`src/rtl/ddr3_phy_pkg.sv`:
```
// Shared DDR3 PHY definitions: delay-adjust FSM states, sequencing constants
// and the CKE lane reset nibbles.
package ddr3_phy_pkg;

    typedef enum logic [2:0] {
        ST_IDLE,
        ST_SETUP,
        ST_LOAD,
        ST_LWAIT,
        ST_MOVE,
        ST_GAP,
        ST_DONE
    } adj_state_t;

    localparam int unsigned LOAD_WAIT_CYC = 2;
    localparam int unsigned MOVE_GAP_CYC  = 1;
    localparam int unsigned WAIT_CNT_W    = 2;

    localparam logic [3:0] CKE_TX_RST = 4'h0;
    localparam logic [3:0] CKE_OE_RST = 4'hF;

endpackage

```
`src/rtl/ddr3_cke_lane_ctrl_if.sv`:
```
// Delay-adjust request/acknowledge bundle between the training engine
// (master) and the CKE lane controller (slave).
interface ddr3_cke_lane_ctrl_if #(
    parameter int unsigned STEP_W = 8
);
    logic              ADJ_REQ;
    logic              ADJ_LOAD;
    logic              ADJ_DIR;
    logic [STEP_W-1:0] ADJ_STEPS;
    logic              ADJ_ACK;
    logic              ADJ_DONE;
    logic              ADJ_BUSY;
    logic              ADJ_OOR;
    logic [STEP_W-1:0] ADJ_MOVED;
    logic [9:0]        ADJ_POS;

    modport master (
        output ADJ_REQ, ADJ_LOAD, ADJ_DIR, ADJ_STEPS,
        input  ADJ_ACK, ADJ_DONE, ADJ_BUSY, ADJ_OOR, ADJ_MOVED, ADJ_POS
    );

    modport slave (
        input  ADJ_REQ, ADJ_LOAD, ADJ_DIR, ADJ_STEPS,
        output ADJ_ACK, ADJ_DONE, ADJ_BUSY, ADJ_OOR, ADJ_MOVED, ADJ_POS
    );
endinterface

```
`src/rtl/ddr3_cke_delay_adj_fsm.sv`:
```
// Sequencer for the CKE lane dynamic delay line (load / direction / move).
// DDR3_CKE_ADJ_POS_EN builds the saturating signed position accumulator.
module ddr3_cke_delay_adj_fsm
    import ddr3_phy_pkg::*;
#(
    parameter int unsigned STEP_W = 8
) (
    input  logic              clk,
    input  logic              rst_n,
    input  logic              adj_req,
    input  logic              adj_load,
    input  logic              adj_dir,
    input  logic [STEP_W-1:0] adj_steps,
    output logic              adj_ack,
    output logic              adj_done,
    output logic              adj_busy,
    output logic              adj_oor,
    output logic [STEP_W-1:0] adj_moved,
    output logic [9:0]        adj_pos,
    output logic              dl_move,
    output logic              dl_dir,
    output logic              dl_load,
    input  logic              dl_oor
);

    adj_state_t            state;
    logic                  load_q;
    logic                  dir_q;
    logic [STEP_W-1:0]     steps_q;
    logic [WAIT_CNT_W-1:0] cnt;

    // Outputs are registered, so each one appears the cycle after its state.
    always_ff @(posedge clk or negedge rst_n) begin
        if (!rst_n) begin
            state     <= ST_IDLE;
            load_q    <= 1'b0;
            dir_q     <= 1'b0;
            steps_q   <= '0;
            cnt       <= '0;
            adj_ack   <= 1'b0;
            adj_done  <= 1'b0;
            adj_busy  <= 1'b0;
            adj_oor   <= 1'b0;
            adj_moved <= '0;
            dl_move   <= 1'b0;
            dl_dir    <= 1'b0;
            dl_load   <= 1'b0;
        end else begin
            adj_ack  <= 1'b0;
            adj_done <= 1'b0;
            dl_move  <= 1'b0;
            dl_load  <= 1'b0;
            case (state)
                ST_IDLE: begin
                    adj_busy <= adj_req;
                    if (adj_req) begin
                        adj_ack <= 1'b1;
                        load_q  <= adj_load;
                        dir_q   <= adj_dir;
                        steps_q <= adj_steps;
                        state   <= ST_SETUP;
                    end
                end
                ST_SETUP: begin
                    dl_dir    <= dir_q;
                    adj_moved <= '0;
                    if (load_q)
                        state <= ST_LOAD;
                    else if (steps_q == '0)
                        state <= ST_DONE;
                    else
                        state <= ST_MOVE;
                end
                ST_LOAD: begin
                    dl_load <= 1'b1;
                    adj_oor <= 1'b0;
                    cnt     <= WAIT_CNT_W'(LOAD_WAIT_CYC - 1);
                    state   <= ST_LWAIT;
                end
                ST_LWAIT: begin
                    if (cnt == '0)
                        state <= ST_DONE;
                    else
                        cnt <= cnt - WAIT_CNT_W'(1);
                end
                ST_MOVE: begin
                    dl_move   <= 1'b1;
                    adj_moved <= adj_moved + STEP_W'(1);
                    cnt       <= WAIT_CNT_W'(MOVE_GAP_CYC - 1);
                    state     <= ST_GAP;
                end
                ST_GAP: begin
                    // Out-of-range wins over step completion.
                    if (cnt != '0)
                        cnt <= cnt - WAIT_CNT_W'(1);
                    else if (dl_oor) begin
                        adj_oor <= 1'b1;
                        state   <= ST_DONE;
                    end else if (adj_moved == steps_q)
                        state <= ST_DONE;
                    else
                        state <= ST_MOVE;
                end
                ST_DONE: begin
                    adj_done <= 1'b1;
                    state    <= ST_IDLE;
                end
                default: state <= ST_IDLE;
            endcase
        end
    end

`ifdef DDR3_CKE_ADJ_POS_EN
    localparam logic signed [9:0] POS_MAX = 10'sd511;
    localparam logic signed [9:0] POS_MIN = -10'sd512;

    logic signed [9:0] pos_q;

    always_ff @(posedge clk or negedge rst_n) begin
        if (!rst_n)
            pos_q <= '0;
        else if (state == ST_LOAD)
            pos_q <= '0;
        else if (state == ST_MOVE) begin
            if (dir_q && pos_q != POS_MAX)
                pos_q <= pos_q + 10'sd1;
            else if (!dir_q && pos_q != POS_MIN)
                pos_q <= pos_q - 10'sd1;
        end
    end

    assign adj_pos = pos_q;
`else
    assign adj_pos = '0;
`endif

endmodule

```
`src/rtl/ddr3_cke_lane_ctrl.sv`:
```
// DDR3 CKE lane fabric driver: TX/OE nibble pipeline plus delay-line adjust.
// Optional position tracking is enabled with DDR3_CKE_ADJ_POS_EN.
module ddr3_cke_lane_ctrl
    import ddr3_phy_pkg::*;
#(
    parameter int unsigned TX_LAT = 1,
    parameter int unsigned STEP_W = 8
) (
    input  logic                 FAB_CLK,
    input  logic                 ARST_N,
    input  logic                 TX_SYNC_RST,
    input  logic [3:0]           CKE_PH,
    input  logic                 CKE_OE,
    output logic [3:0]           TX_DATA_0,
    output logic [3:0]           OE_DATA_0,
    ddr3_cke_lane_ctrl_if.slave  adj,
    output logic                 DELAY_LINE_MOVE_0,
    output logic                 DELAY_LINE_DIRECTION_0,
    output logic                 DELAY_LINE_LOAD_0,
    input  logic                 DELAY_LINE_OUT_OF_RANGE_0
);

    logic [3:0] tx_pipe [TX_LAT];
    logic [3:0] oe_pipe [TX_LAT];

    // Every stage reloads the CKE-low nibbles so reset never leaks stale data.
    always_ff @(posedge FAB_CLK or negedge ARST_N) begin
        if (!ARST_N) begin
            for (int unsigned i = 0; i < TX_LAT; i++) begin
                tx_pipe[i] <= CKE_TX_RST;
                oe_pipe[i] <= CKE_OE_RST;
            end
        end else if (TX_SYNC_RST) begin
            for (int unsigned i = 0; i < TX_LAT; i++) begin
                tx_pipe[i] <= CKE_TX_RST;
                oe_pipe[i] <= CKE_OE_RST;
            end
        end else begin
            tx_pipe[0] <= CKE_PH;
            oe_pipe[0] <= {4{CKE_OE}};
            for (int unsigned i = 1; i < TX_LAT; i++) begin
                tx_pipe[i] <= tx_pipe[i-1];
                oe_pipe[i] <= oe_pipe[i-1];
            end
        end
    end

    assign TX_DATA_0 = tx_pipe[TX_LAT-1];
    assign OE_DATA_0 = oe_pipe[TX_LAT-1];

    ddr3_cke_delay_adj_fsm #(
        .STEP_W (STEP_W)
    ) u_adj_fsm (
        .clk       (FAB_CLK),
        .rst_n     (ARST_N),
        .adj_req   (adj.ADJ_REQ),
        .adj_load  (adj.ADJ_LOAD),
        .adj_dir   (adj.ADJ_DIR),
        .adj_steps (adj.ADJ_STEPS),
        .adj_ack   (adj.ADJ_ACK),
        .adj_done  (adj.ADJ_DONE),
        .adj_busy  (adj.ADJ_BUSY),
        .adj_oor   (adj.ADJ_OOR),
        .adj_moved (adj.ADJ_MOVED),
        .adj_pos   (adj.ADJ_POS),
        .dl_move   (DELAY_LINE_MOVE_0),
        .dl_dir    (DELAY_LINE_DIRECTION_0),
        .dl_load   (DELAY_LINE_LOAD_0),
        .dl_oor    (DELAY_LINE_OUT_OF_RANGE_0)
    );

endmodule

```
`src/flat_wrapper.sv`:
```
// flat-port wrapper written by rule: the top's interface ports become plain ports
module ddr3_cke_lane_ctrl_flat import ddr3_phy_pkg::*;
#(
    parameter int unsigned TX_LAT = 1,
    parameter int unsigned STEP_W = 8
)
  (FAB_CLK, ARST_N, TX_SYNC_RST, CKE_PH, CKE_OE, TX_DATA_0, OE_DATA_0, DELAY_LINE_MOVE_0, DELAY_LINE_DIRECTION_0, DELAY_LINE_LOAD_0, DELAY_LINE_OUT_OF_RANGE_0, adj_ADJ_REQ, adj_ADJ_LOAD, adj_ADJ_DIR, adj_ADJ_STEPS, adj_ADJ_ACK, adj_ADJ_DONE, adj_ADJ_BUSY, adj_ADJ_OOR, adj_ADJ_MOVED, adj_ADJ_POS);
  ddr3_cke_lane_ctrl_if #(.STEP_W(STEP_W)) adj_i ();
  input  logic FAB_CLK;
  input  logic ARST_N;
  input  logic TX_SYNC_RST;
  input  logic [3:0] CKE_PH;
  input  logic CKE_OE;
  output logic [3:0] TX_DATA_0;
  output logic [3:0] OE_DATA_0;
  output logic DELAY_LINE_MOVE_0;
  output logic DELAY_LINE_DIRECTION_0;
  output logic DELAY_LINE_LOAD_0;
  input  logic DELAY_LINE_OUT_OF_RANGE_0;
  input wire logic [$bits(adj_i.ADJ_REQ)-1:0] adj_ADJ_REQ;
  input wire logic [$bits(adj_i.ADJ_LOAD)-1:0] adj_ADJ_LOAD;
  input wire logic [$bits(adj_i.ADJ_DIR)-1:0] adj_ADJ_DIR;
  input wire logic [$bits(adj_i.ADJ_STEPS)-1:0] adj_ADJ_STEPS;
  output wire logic [$bits(adj_i.ADJ_ACK)-1:0] adj_ADJ_ACK;
  output wire logic [$bits(adj_i.ADJ_DONE)-1:0] adj_ADJ_DONE;
  output wire logic [$bits(adj_i.ADJ_BUSY)-1:0] adj_ADJ_BUSY;
  output wire logic [$bits(adj_i.ADJ_OOR)-1:0] adj_ADJ_OOR;
  output wire logic [$bits(adj_i.ADJ_MOVED)-1:0] adj_ADJ_MOVED;
  output wire logic [$bits(adj_i.ADJ_POS)-1:0] adj_ADJ_POS;
  assign adj_i.ADJ_REQ = adj_ADJ_REQ;
  assign adj_i.ADJ_LOAD = adj_ADJ_LOAD;
  assign adj_i.ADJ_DIR = adj_ADJ_DIR;
  assign adj_i.ADJ_STEPS = adj_ADJ_STEPS;
  assign adj_ADJ_ACK = adj_i.ADJ_ACK;
  assign adj_ADJ_DONE = adj_i.ADJ_DONE;
  assign adj_ADJ_BUSY = adj_i.ADJ_BUSY;
  assign adj_ADJ_OOR = adj_i.ADJ_OOR;
  assign adj_ADJ_MOVED = adj_i.ADJ_MOVED;
  assign adj_ADJ_POS = adj_i.ADJ_POS;
  ddr3_cke_lane_ctrl #(.TX_LAT(TX_LAT), .STEP_W(STEP_W)) u_core (.FAB_CLK(FAB_CLK), .ARST_N(ARST_N), .TX_SYNC_RST(TX_SYNC_RST), .CKE_PH(CKE_PH), .CKE_OE(CKE_OE), .TX_DATA_0(TX_DATA_0), .OE_DATA_0(OE_DATA_0), .adj(adj_i), .DELAY_LINE_MOVE_0(DELAY_LINE_MOVE_0), .DELAY_LINE_DIRECTION_0(DELAY_LINE_DIRECTION_0), .DELAY_LINE_LOAD_0(DELAY_LINE_LOAD_0), .DELAY_LINE_OUT_OF_RANGE_0(DELAY_LINE_OUT_OF_RANGE_0));
endmodule
```
`config.mk`:
```
export PLATFORM = sky130hd
export DESIGN_NAME = ddr3_cke_lane_ctrl_flat
export DESIGN_NICKNAME = d
export VERILOG_FILES = /design/src/rtl/ddr3_phy_pkg.sv /design/src/rtl/ddr3_cke_lane_ctrl_if.sv /design/src/rtl/ddr3_cke_delay_adj_fsm.sv /design/src/rtl/ddr3_cke_lane_ctrl.sv /design/src/flat_wrapper.sv
export SDC_FILE = /design/constraint.sdc
export NUM_CORES = 1
export LEC_CHECK = 0
export ABC_CLOCK_PERIOD_IN_PS = 1500
export CORE_UTILIZATION = 30
export DETAILED_ROUTE_END_ITERATION = 6
export GPL_TIMING_DRIVEN = 1
export HOLD_SLACK_MARGIN = 0.05
export SYNTH_ARGS = -nofsm -noshare
export SYNTH_HDL_FRONTEND = slang
export SYNTH_SLANG_ARGS = --single-unit
```
`constraint.sdc`:
```
create_clock -name FAB_CLK -period 1.5 [get_ports FAB_CLK]
set_input_delay 0.3 -clock FAB_CLK [delete_from_list [all_inputs] [get_ports FAB_CLK]]
set_output_delay 0.3 -clock FAB_CLK [all_outputs]
set_load 0.01 [all_outputs]
```
Word-level counts from Yosys, hierarchy flattened:

Index checks and enable logic that the tools add are counted.

* add/sub/neg operators: 2
* $mul: 0
* div/mod/pow operators: 0
* magnitude comparators: 0
* eq/ne operators: 13
* shift operators: 0
* muxes and demuxes: 22
* bitwise operators: 0
* reductions and logical operators: 11

Operators with widths (count)
* $pmux W3 S6: 1
* $pmux W8 S2: 1
* $mux W3: 4
* $ne A2 B2 Y1 const B: 6
* $mux W2: 5
* $eq A3 B3 Y1 const B: 3
* $reduce_and A3 Y1: 3
* $add A8 B1 Y8 const B: 1
* $eq A8 B8 Y1: 1
* $logic_not A8 Y1: 1
* $mux W4: 2
* $pmux W2 S4: 1
* $mux W1: 7
* $eq A3 B2 Y1 const B: 2
* $reduce_bool A2 Y1: 3
* $reduce_bool A4 Y1: 1
* $eq A3 B1 Y1 const B: 1
* $logic_not A3 Y1: 1
* $logic_not A2 Y1: 1
* $pmux W1 S2: 1
* $reduce_and A2 Y1: 1
* $sub A2 B1 Y2 const B: 1

* register bits after elaboration: 38
* latch bits: 0
* memory bits (writable): 0
* ROM bits: 0
* input bits: 20
* output and inout port bits: 33
* logic and storage cells: 63
* memories kept: 0

Logic depth before layout (Yosys ltp):

Gate-level depths: netlist (run 1).

* depth after elaboration: 5
* mapped depth: 6
* depth with buffers taken out: 6

By module:

Synthesis (run 1) repeated with hierarchy kept, for this count alone.

* cell total of the unflattened synthesis: 147
* area total of the unflattened synthesis: 1689.1 um2

By module, submodules not included
* ddr3_cke_delay_adj_fsm: times used 1, cells each 134, area each 1498.9 um2
* ddr3_cke_lane_ctrl: times used 1, cells each 13, area each 190.2 um2

Least setup slack after synthesis (run 1):

Ideal clock, no wire load.

* kind: register -> register
* start point: reg u_core.u_adj_fsm.state[0]
* end point: reg u_core.u_adj_fsm.dir_q
* library setup time: 0.125 ns
* data arrival time: 1.360 ns
* required time: 1.375 ns
* path slack: 0.015 ns
* stages on the path, launching flop included: 5
* path buffers: 1
* clock period less this slack: 1.485 ns
* cell sequence: dfrtp_1 -> nand2b_1 -> nor3_2 -> buf_2 -> mux2_2

* longest elaborated chain between the ends: 2

RTL lines
* start, declared: RTL line ddr3_cke_delay_adj_fsm.sv:26 `adj_state_t state;`
* start signal, assigned: RTL line ddr3_cke_delay_adj_fsm.sv:35 `state <= ST_IDLE;`
* start signal, assigned: RTL line ddr3_cke_delay_adj_fsm.sv:61 `state <= ST_SETUP;`
* start signal, assigned: RTL line ddr3_cke_delay_adj_fsm.sv:68 `state <= ST_LOAD;`
* $logic_not A3 Y1: RTL line ddr3_cke_delay_adj_fsm.sv:53 `case (state)`
* $reduce_and A2 Y1 (no source line)
* end signal, assigned: RTL line ddr3_cke_delay_adj_fsm.sv:59 `dir_q <= adj_dir;`
* end, declared: RTL line ddr3_cke_delay_adj_fsm.sv:28 `logic dir_q;`

Every way passes these cells.
A chain may end at the register's enable or synchronous reset.

Worst setup path in the final report (run 1):

* start point: reg u_core.u_adj_fsm.adj_moved[4]
* end point: reg u_core.u_adj_fsm.state[1]

* longest elaborated chain between the ends: 5

RTL lines
* start, declared: RTL line ddr3_cke_delay_adj_fsm.sv:18 `output logic [STEP_W-1:0] adj_moved,`
* start signal, assigned: RTL line ddr3_cke_delay_adj_fsm.sv:88 `adj_moved <= adj_moved + STEP_W'(1);`
* $eq A8 B8 Y1: RTL line ddr3_cke_delay_adj_fsm.sv:99 `end else if (adj_moved == steps_q)`
* $mux W2: RTL line ddr3_cke_delay_adj_fsm.sv:99
* $mux W2: RTL line ddr3_cke_delay_adj_fsm.sv:96 `else if (dl_oor) begin`
* $mux W3: RTL line ddr3_cke_delay_adj_fsm.sv:94 `if (cnt != '0)`
* $pmux W3 S6: RTL line ddr3_cke_delay_adj_fsm.sv:53
* end signal, assigned: RTL line ddr3_cke_delay_adj_fsm.sv:98 `state <= ST_DONE;`
* end signal, assigned: RTL line ddr3_cke_delay_adj_fsm.sv:100 `state <= ST_DONE;`
* end signal, assigned: RTL line ddr3_cke_delay_adj_fsm.sv:102 `state <= ST_MOVE;`

Every way passes these cells. The select of a mux whose other input is x is not followed.

==> metrics.md, run 1 <==
| Metric | Value |
|---|---|
| Layout cells sized above 1 | 0.267 |
| Post-route antenna net violation count | 0 |
| Core Box Area | 5240 µm² |
| RSZ-0062 raised after global routing | true |
| Top cells by area, synth | dfrtp_1 (51%), mux2_2 (6.7%), buf_4 (5.8%) |
| VDD IR-drop max | 702 µV |
| Reg clk slew, reported paths | 0.07 ns |
| Hold WS | 0.370 ns |
| Routability cong. | 0.786 |
| Final Max Slew Viols | 0 |
| First-pass GRT wire length | 6.11 mm |
| Initial antenna violation count | 0 |
| Most used DFF post-synth | dfrtp_1 |
| Vias in the first global route | 1,292 |
| Register bit total from synthesis | 35 |
| Highest clock rate | 688 MHz |
| DRT Pass-1 Iters | 4 |
| Final WL | 3.60 mm |
| Vias per cell | 4.49 |
| EDFF count, synth | 0 |
| Pleak | 1.19 nW |
| R2R cell count | 5 |
| Syn. warnings | 0 |
| CTS max path bufs | 2 |
| Worst EP arrival | 1.69 ns |
| Drt drc | 0 |
| DP Area | 2240 µm² |
| Number of top-level pins | 53 |
| Syn Inst Count | 156 |
| Chip height | 76.9 µm |
| Final setup fails | 0 |
| Crit-path max FO | 4 |
| H-tree depth | 2 |
| Post-synthesis sequential area ratio | 0.522 |
| Layout fillers | 508 |
| CTS Hold Buffers Added | 0 |
| Root buffer cell | clkbuf_8 |
| Clock Sinks | 35 |
| Post-synth ARST share | 1.00 |
| Hold crit path type | input pin to async pin |
| Final period util | 0.970 |
| Multi-input logic area | 761 µm² |
| Syn Std Cell Area | 1680 µm² |
| Layout net count | 242 |
| Die area | 5910 µm² |
| Worst R2R Start | u_core.u_adj_fsm.adj_moved[4]$_DFFE_PN0P_ |
| Post-Layout Inst Area | 2470 µm² |
| Layout Skew | 0.00987 ns |
| Area growth from synthesis to layout | 47.2% |
| DP HPWL | 2.59 mm |
| Largest net degree at the start of global routing | 36 |
| Worst reg2reg endpoint | u_core.u_adj_fsm.state[1]$_DFFE_PN0P_ |
| Most frequent cell after synthesis | dfrtp_1 |
| Global Route Usage Sum | 0.134 |
| Synth Area per Inst | 10.8 µm² |
| Grt ovf | 0 |
| Run status | completed |
| Library cells used by synthesis | 36 |
| Minimum clock period | 1.45 ns |
| Final hold violations | 0 |
| CTS tree | yes |
| Register-to-register setup slack | 0.05 ns |
| Yosys top cell by area | dfrtp_1 |
| FF/Latch Area | 881 µm² |
| Row count | 26 |
| Diode count | 0 |
| CP required | 1.73 ns |
| Die width | 76.9 µm |
| Synth top area share | 0.506 |
| Synth cell count leaders | dfrtp_1 (34), buf_4 (13), nand2_1 (12) |
| Num CTS Buffers | 5 |
| Startpoint Class | flop |
| Power density over cell area | 1690 nW/µm² |
| WL per Instance | 12.4 µm |
| Worst setup path category | flop to flop |
| Clk Latency, worst-skew pair | 0.29 ns |
| Max-cap violations | 0 |
| Worst setup EP type | flop |
| Initial Utilization | 0.321 |
| Via count of the routed design | 1,307 |
| DR iter-0 viols | 70 |
| Buffers on Ports | 42 |
[critical path: stages (launching register included)]
cell     delay [ns]
dfrtp_1        0.38
buf_4          0.15
xnor2_2        0.14
nand3_1        0.10
or4_1          0.51
nand4_1        0.10
[worst max-delay path by stage]
stage / from / slack, ns / end / cells after the start
after floorplan: u_core.u_adj_fsm.state[0]$_DFFE_PN0P_ / 0.02 / u_core.u_adj_fsm.dir_q$_DFFE_PN0P_ / 4
after global placement: adj_ADJ_REQ / -0.18 / u_core.u_adj_fsm.steps_q[0]$_DFFE_PN0P_ / 5
after detailed placement: adj_ADJ_REQ / -0.17 / u_core.u_adj_fsm.steps_q[0]$_DFFE_PN0P_ / 5
after CTS: u_core.u_adj_fsm.adj_busy$_DFFE_PN0N_ / 0.0003 / adj_ADJ_BUSY / 1
after global routing: u_core.u_adj_fsm.adj_moved[4]$_DFFE_PN0P_ / -0.02 / u_core.u_adj_fsm.state[1]$_DFFE_PN0P_ / 5
final: u_core.u_adj_fsm.adj_moved[4]$_DFFE_PN0P_ / 0.05 / u_core.u_adj_fsm.state[1]$_DFFE_PN0P_ / 5
[repair_timing]
action | 4_1_cts | 5_1_grt
endpoints found under the setup margin | 13 | 20
gates resized for setup | 12 | 21
pin swaps | 0 | 7
setup buffers | 6 | 2
[area by class of cell]
cell class                      instances  share of cell area
Timing Repair Buffer                   66               0.254
Sequential cell                        35               0.356
Tap cell                               70              0.0354
Multi-Input combinational cell        107               0.307
Clock inverter                          1             0.00354
Inverter                                5             0.00859
Clock buffer                            7              0.0349
[logic make-up (layout without fill, tap and decap cells)]
family          Yosys count  count (layout)  share of synthesized area
other cells               1              10                    0.00223
buf+inv                  23              79                     0.0833
fa+ha+maj                 2               2                     0.0149
flops                    35              35                      0.522
simple gates             46              46                      0.158
compound gates           29              29                      0.100
mux                      11              11                     0.0729
xor+xnor                  9               9                     0.0469
[metal layers]
metal  up-vias  GRT usage  wire length [µm]
li1        652          -                 -
met1       612      0.173              1660
met2        37      0.203              1670
met3         6     0.0536               212
met4         0     0.0462                50
met5         -          0                 0
[where the power goes]
group	internal (mW)	leakage [nW]	switching [mW]
sequential	1.26	0.435	0.260
combinational	1.06	0.709	0.877
clock	0.376	0.0484	0.343
[sequential cells by signal (all words and copies together) (netlist names), 2 cells and up]
| signal | flops |
|---|---|
| u_core.u_adj_fsm.state | 3 |
| u_core.u_adj_fsm.steps_q | 8 |
| u_core.u_adj_fsm.cnt | 2 |
| u_core.u_adj_fsm.adj_moved | 8 |
| u_core.TX_DATA_0 | 4 |
[placed cells by master (no fill, tap or decap), types with 2 or more instances in the layout]
cell type        synthesis  final
mux2_2                  10     10
nand4_1                  6      6
nor2_1                   5      5
nand2_1                 12     12
buf_6                    0      3
xnor2_1                  9      3
conb_1                   1     10
dfrtp_2                  0      3
a31oi_1                  3      3
o22ai_1                  2      2
a21oi_1                  7      7
nor2b_1                  5      5
dlygate4sd2_1            0     10
o31ai_1                  3      3
a22o_1                   2      2
dlymetal6s2s_1           0      7
o21ai_0                 11     11
nand2b_1                 3      3
inv_1                    4      4
buf_4                   13     20
xnor2_2                  0      6
dfrtp_1                 34     31
clkbuf_8                 0      6
nor3b_1                  2      2
clkdlybuf4s50_1          0     25
nand3_1                  2      2
[through the flow]
step | worst slack, ns | utilization | cells | power [mW] | setup TNS (ns)
after floorplan | 0.0153 | - | 165 | 2.57 | 0
after global placement | -0.176 | 0.427 | 275 | 3.29 | -1.76
after detailed placement | -0.173 | 0.427 | 275 | 3.34 | -1.62
after CTS | 0.000344 | 0.452 | 289 | 4.07 | 0
after global routing | -0.0172 | 0.473 | 291 | 4.51 | -0.0292
final | 0.0457 | 0.473 | 291 | 4.18 | 0
Note: power is estimated with default switching activity, not from simulation.
==> run 2, diff against run 1 <==
--- a/config.mk
+++ b/config.mk
@@ -5,7 +5,6 @@
 export SDC_FILE = /design/constraint.sdc
 export NUM_CORES = 1
 export LEC_CHECK = 0
-export ABC_CLOCK_PERIOD_IN_PS = 1500
 export CORE_UTILIZATION = 30
 export DETAILED_ROUTE_END_ITERATION = 6
 export GPL_TIMING_DRIVEN = 1
==> results of run 2 <==
Final layout, timing and power as in run 1 (identical DEF).
==> run 3, diff against run 2 <==
--- a/config.mk
+++ b/config.mk
@@ -5,6 +5,7 @@
 export SDC_FILE = /design/constraint.sdc
 export NUM_CORES = 1
 export LEC_CHECK = 0
+export ABC_CLOCK_PERIOD_IN_PS = 1500
 export CORE_UTILIZATION = 30
 export DETAILED_ROUTE_END_ITERATION = 6
 export GPL_TIMING_DRIVEN = 1
==> results of run 3 <==
Final layout, timing and power as in run 1 (identical DEF).
